`src/rtl/pipeline_hazard_ctrl.sv`:
```
// Pipeline control for the in-order core: per-stage valid/rd tracking, load-use stall,
// branch flush, decode-stage forwarding selects and stall/flush performance counters.
module pipeline_hazard_ctrl #(
  parameter int unsigned NUM_STAGES = 5,
  parameter int unsigned REG_ADDR_W = 5,
  parameter int unsigned CNT_W      = 32,
  parameter int unsigned SEL_W      = $clog2(NUM_STAGES)
) (
  input  logic                  clk,
  input  logic                  rst,
  input  logic                  fetch_valid,
  input  logic [REG_ADDR_W-1:0] dec_rs1,
  input  logic [REG_ADDR_W-1:0] dec_rs2,
  input  logic                  dec_rs1_used,
  input  logic                  dec_rs2_used,
  input  logic [REG_ADDR_W-1:0] dec_rd,
  input  logic                  dec_reg_write,
  input  logic                  dec_is_load,
  input  logic                  branch_taken,
  input  logic                  ext_stall,
  output logic [NUM_STAGES-1:0] stage_valid,
  output logic                  stall_if,
  output logic                  stall_id,
  output logic                  bubble_ex,
  output logic                  flush_if_id,
  output logic [SEL_W-1:0]      fwd_sel_rs1,
  output logic [SEL_W-1:0]      fwd_sel_rs2,
  output logic [CNT_W-1:0]      stall_cnt,
  output logic [CNT_W-1:0]      flush_cnt
);

  typedef struct packed {
    logic                  valid;
    logic [REG_ADDR_W-1:0] rd;
    logic                  reg_write;
    logic                  is_load;
  } entry_t;

  // Entries exist only for EX onward; ID keeps its own valid bit.
  entry_t           ent_q [NUM_STAGES-1:2];
  entry_t           ent_d [NUM_STAGES-1:2];
  logic             id_valid_q, id_valid_d;
  logic [CNT_W-1:0] stall_cnt_q, stall_cnt_d;
  logic [CNT_W-1:0] flush_cnt_q, flush_cnt_d;

  logic flush;
  logic load_use;
  logic rs1_hit_ex, rs2_hit_ex;

  // Hazard detection
  always_comb begin
    rs1_hit_ex = dec_rs1_used && (dec_rs1 == ent_q[2].rd);
    rs2_hit_ex = dec_rs2_used && (dec_rs2 == ent_q[2].rd);
    load_use   = id_valid_q && ent_q[2].valid && ent_q[2].is_load && ent_q[2].reg_write &&
                 (ent_q[2].rd != '0) && (rs1_hit_ex || rs2_hit_ex);
    flush      = branch_taken && !ext_stall;
  end

  // Control outputs; ext_stall overrides flush, flush overrides load_use.
  always_comb begin
    flush_if_id = flush;
    stall_if    = ext_stall || (load_use && !flush);
    stall_id    = ext_stall || (load_use && !flush);
    bubble_ex   = !ext_stall && (flush || load_use);
  end

  always_comb begin
    stage_valid    = '0;
    stage_valid[0] = fetch_valid && !flush_if_id;
    stage_valid[1] = id_valid_q;
    for (int k = 2; k < NUM_STAGES; k++) begin
      stage_valid[k] = ent_q[k].valid;
    end
  end

  // Forwarding: scan oldest to youngest so the youngest matching producer wins.
  always_comb begin
    fwd_sel_rs1 = '0;
    fwd_sel_rs2 = '0;
    for (int k = NUM_STAGES - 1; k >= 2; k--) begin
      if (ent_q[k].valid && ent_q[k].reg_write && (ent_q[k].rd != '0) &&
          !((k == 2) && ent_q[k].is_load)) begin
        if (dec_rs1_used && (dec_rs1 != '0) && (dec_rs1 == ent_q[k].rd)) begin
          fwd_sel_rs1 = SEL_W'(k);
        end
        if (dec_rs2_used && (dec_rs2 != '0) && (dec_rs2 == ent_q[k].rd)) begin
          fwd_sel_rs2 = SEL_W'(k);
        end
      end
    end
  end

  // Next-state
  always_comb begin
    id_valid_d  = id_valid_q;
    ent_d       = ent_q;
    stall_cnt_d = stall_cnt_q;
    flush_cnt_d = flush_cnt_q;

    if (!ext_stall) begin
      for (int k = NUM_STAGES - 1; k >= 3; k--) begin
        ent_d[k] = ent_q[k-1];
      end
      if (flush) begin
        id_valid_d = 1'b0;
        ent_d[2]   = '0;
      end else if (load_use) begin
        ent_d[2]   = '0;
      end else begin
        id_valid_d         = fetch_valid;
        ent_d[2].valid     = id_valid_q;
        ent_d[2].rd        = dec_rd;
        ent_d[2].reg_write = dec_reg_write;
        ent_d[2].is_load   = dec_is_load;
      end
    end

    if (stall_id) begin
      stall_cnt_d = stall_cnt_q + CNT_W'(1);
    end
    if (flush_if_id) begin
      flush_cnt_d = flush_cnt_q + CNT_W'(1);
    end
  end

  always_ff @(posedge clk) begin
    if (!rst) begin
      id_valid_q  <= 1'b0;
      stall_cnt_q <= '0;
      flush_cnt_q <= '0;
      for (int k = 2; k < NUM_STAGES; k++) begin
        ent_q[k] <= '0;
      end
    end else begin
      id_valid_q  <= id_valid_d;
      stall_cnt_q <= stall_cnt_d;
      flush_cnt_q <= flush_cnt_d;
      for (int k = 2; k < NUM_STAGES; k++) begin
        ent_q[k] <= ent_d[k];
      end
    end
  end

  assign stall_cnt = stall_cnt_q;
  assign flush_cnt = flush_cnt_q;

endmodule

```
`config.mk`:
```
export PLATFORM = sky130hd
export DESIGN_NAME = pipeline_hazard_ctrl
export DESIGN_NICKNAME = d
export VERILOG_FILES = /design/src/rtl/pipeline_hazard_ctrl.sv
export SDC_FILE = /design/constraint.sdc
export NUM_CORES = 1
export LEC_CHECK = 0
export ABC_AREA = 0
export BUFFER_PORTS_ARGS = -buffer_cell sky130_fd_sc_hd__buf_2
export CORE_ASPECT_RATIO = 1.2
export CORE_MARGIN = 2
export CORE_UTILIZATION = 58
export DETAILED_ROUTE_END_ITERATION = 16
export MAX_ROUTING_LAYER = met4
export PLACE_DENSITY = 0.93
export SKIP_CTS_REPAIR_TIMING = 1
export SYNTH_ARGS = -nofsm -noshare
export SYNTH_HDL_FRONTEND = slang
export SYNTH_SLANG_ARGS = --single-unit
```
`constraint.sdc`:
```
create_clock -name clk -period 5.2 [get_ports clk]
set_clock_uncertainty 0.05 [all_clocks]
set_input_delay 0.26 -clock clk [delete_from_list [all_inputs] [get_ports clk]]
set_output_delay 0.26 -clock clk [all_outputs]
set_load 0.03 [all_outputs]
```
==> flow_summary.toml <==
[critical_path]
max_stage_delay_ps = 470
cp-endpoint = "stall_if"
reg2reg_to = "stall_cnt[6]$_SDFFE_PN0P_"
cp_cell_sequence = "xnor2_1 > nand4_1 > nor3_4 > o211ai_1 > and2_1 > inv_1 > buf_2"
start_kind = "flop"
critPathBufInv = 2
reg2reg_depth = 6
critical_path_peak_fanout = 8
reg2reg_from = "ent_q[6]$_SDFFE_PN0N_"
startpoint = "ent_q[6]$_SDFFE_PN0N_"
crit_type = "reg -> out"
path_depth = 7
crit_family = "simple AND/OR/NAND/NOR gates"
critPathArrivalTime_ps = 2400
ff2ff_setup_slack_ps = 2920
worstPathRequired_ps = 4890
cp_slowest_cell = "dfxtp_1"
end_kind = "primary output"

[placed_design]
dpl-instance-area_um2 = 5020
gp_congestion = 1.03
port_buffers = 102
dpl.hpwl_um = 8150

[pwr]
clockPowerShare_pct = 41.4
p_seq_share_pct = 51.3
ir_worst_vdd_mv = 0.156
internal_power_uw = 1030
p_sw_uw = 304
swShare_pct = 22.9
p_per_area_nw_per_um2 = 253
pwr-share-comb_pct = 7.2
static-leakage-power_uw = 0.00217

[detailed_routing]
wirelength_um = 11100
drc = 0
vias_per_cell = 5.74
drt_iter0_markers = 226
ant_nets = 0
firstDrtPassIters = 4
wl_per_cell_um = 15.6
vias = 4073

[clock_tree]
cts_tree = "built"
root_buffer = "clkbuf_8"
htreeDepth = 3
clk_pin_slew_worst_paths_ps = 80
cts_buffers = 9
clock_path_buffers = 2
insertion_delay_ps = 350
clock-sinks = 87

[run]
max_cap_violations = 0

[hold_path]
hp-class = "in -> reg"
worstHoldPathCells = 2

[outcome]
status = "complete, no violations"

[floorplanning]
die_x_um = 84.6
fp.dieArea_um2 = 8530
coreArea_um2 = 7620
die_h_um = 101
rows = 35
pin_count = 103
initial_core_util_pct = 59.4

[sta]
min_period_ps = 2710
hold_ws_ps = 95.0
slew_headroom_pct = 29.2
fmax_ghz = 0.369
tns_ps = 0
rsz0062_at_grt = "no"
finalCritPeriodShare_pct = 52.1
finalHoldViolCount = 0
setup_viol = 0
final_max_slew_viol_count = 0
tightest_slew_ps = 1060

[final_layout]
multi_input_area_um2 = 2620
layout-drive-gt1-share_pct = 20.7
fillers = 609
syn_to_final_growth_pct = 16.1
fin_area_um2 = 5250
regArea_um2 = 1740
nets = 640
antenna_cells = 0

[yosys]
syn-cell-area_um2 = 4520
syn_nets = 555
syn_inst = 529
syn_area_per_cell_um2 = 8.55
ys_seq_elements = 87
ys_seq_area_share_pct = 38.5
ys_warn_count = 0
yosys.cell_types.count = 38

[global_routing]
grt_overflow = 0
grt_use_total_pct = 26.5
grt_start_max_net_pins = 66
grt_pass1_vias = 3807
grt_pass1_wl_um = 17900
antenna_found_initial = 0
==> cells in the final DEF, fill, tap and decap left out, types with 6 or more instances in the layout <==
master,n
nand2b_1,28
dfxtp_1,87
nor3_1,8
a21oi_1,32
inv_1,7
nor2_1,47
mux2i_1,44
and2_1,7
buf_2,102
nand2_1,63
xor2_1,25
or3_1,8
xnor2_1,30
and3_1,10
nand3_1,28
and4_1,8
nand4_1,15
o21ai_0,9
or4_1,6
clkbuf_8,9
a22o_1,8
==> how the worst min path moves through the flow <==
| stage | startpoint | end | slack [ps] |
|---|---|---|---|
| 2_1_floorplan | dec_is_load | ent_q[0]$_SDFFE_PN0N_ | 340 |
| 3_3_place_gp | stall_cnt[31]$_SDFFE_PN0P_ | stall_cnt[31]$_SDFFE_PN0P_ | 410 |
| 3_5_place_dp | stall_cnt[31]$_SDFFE_PN0P_ | stall_cnt[31]$_SDFFE_PN0P_ | 410 |
| 4_1_cts | dec_is_load | ent_q[0]$_SDFFE_PN0N_ | 90 |
| 5_1_grt | dec_is_load | ent_q[0]$_SDFFE_PN0N_ | 100 |
| 6_report | dec_is_load | ent_q[0]$_SDFFE_PN0N_ | 90 |
==> stage by stage <==
| stage | cells | worst slack (ps) | power, µW | utilization, % |
|---|---|---|---|---|
| floorplan | 529 | 2460 | 763 | - |
| global placement | 695 | 2850 | 790 | 65.8 |
| detailed placement | 695 | 2680 | 793 | 65.8 |
| CTS | 710 | 2500 | 1330 | 68.9 |
| global route | 710 | 2330 | 1370 | 68.9 |
| finish | 710 | 2490 | 1330 | 68.9 |
==> Yosys cell counts <==
cell type	n	share of area [%]
inv_1	7	0.58
nor2_1	47	3.9
o2111ai_2	2	0.66
o2111ai_4	1	0.58
o211ai_1	4	0.66
nand3_1	28	3.1
xnor2_1	30	5.8
clkbuf_1	14	1.2
a21oi_1	32	3.5
and3_1	10	1.4
and2_1	7	0.97
xor2_1	25	4.8
dfxtp_1	87	38
a21boi_0	1	0.17
buf_4	7	1.2
a22o_1	8	1.5
nor3_4	2	0.72
nand2_1	63	5.2
and2b_2	1	0.19
buf_1	4	0.33
nor3_1	8	0.88
o21ai_2	1	0.19
a21o_1	3	0.50
buf_2	4	0.44
nor2_2	1	0.14
nand2b_1	28	3.9
nand4_1	15	2.1
or4_1	6	1.0
nor2b_1	3	0.41
o21ai_0	9	1.0
and4_1	8	1.5
o32ai_1	1	0.19
mux2i_1	44	9.7
a21oi_2	3	0.58
a21boi_1	2	0.33
ha_1	2	0.55
or3_1	8	1.1
nor4_1	3	0.41
==> area by class of cell <==
| class | count | area share [%] |
|---|---|---|
| Clock inverter | 5 | 2.03 |
| Multi-Input combinational cell | 406 | 49.8 |
| Sequential cell | 87 | 33.2 |
| Inverter | 7 | 0.500 |
| Tap cell | 92 | 2.19 |
| Timing Repair Buffer | 103 | 9.86 |
| Clock buffer | 10 | 2.43 |
==> sequential cells by signal, summed over array words and instances, names as in the netlist <==
register,count
ent_q,19
stage_valid,3
id_valid_q,1
flush_cnt,32
stall_cnt,32
==> kinds of logic after synthesis <==
logic type	synth area share (%)
flip-flops	38.5
buffers and inverters	3.68
XOR/XNOR	10.6
AO/OA/AOI/OAI	9.96
AND/OR/NAND/NOR	26.9
adder cells (fa/ha/maj)	0.553
multiplexers	9.73
==> power by group through the flow <==
stage / registers (µW) / clock network [µW] / logic [µW]
2_1_floorplan: 700 / 0 / 62.3
3_3_place_gp: 698 / 0 / 92.3
3_5_place_dp: 698 / 0 / 95.0
4_1_cts: 682 / 557 / 96.0
5_1_grt: 684 / 585 / 105
6_report: 683 / 550 / 96.4
==> metal layers <==
metal | up-vias | track usage [%] | part of all wire (%) | routed length [µm]
li1 | 1996 | - | - | -
met1 | 1912 | 32.4 | 43 | 4720
met2 | 130 | 43.9 | 49 | 5390
met3 | 35 | 4.42 | 5.2 | 579
met4 | 0 | 10.4 | 3.3 | 361
met5 | - | - | 0 | 0
(Power assumes the default switching activity.)
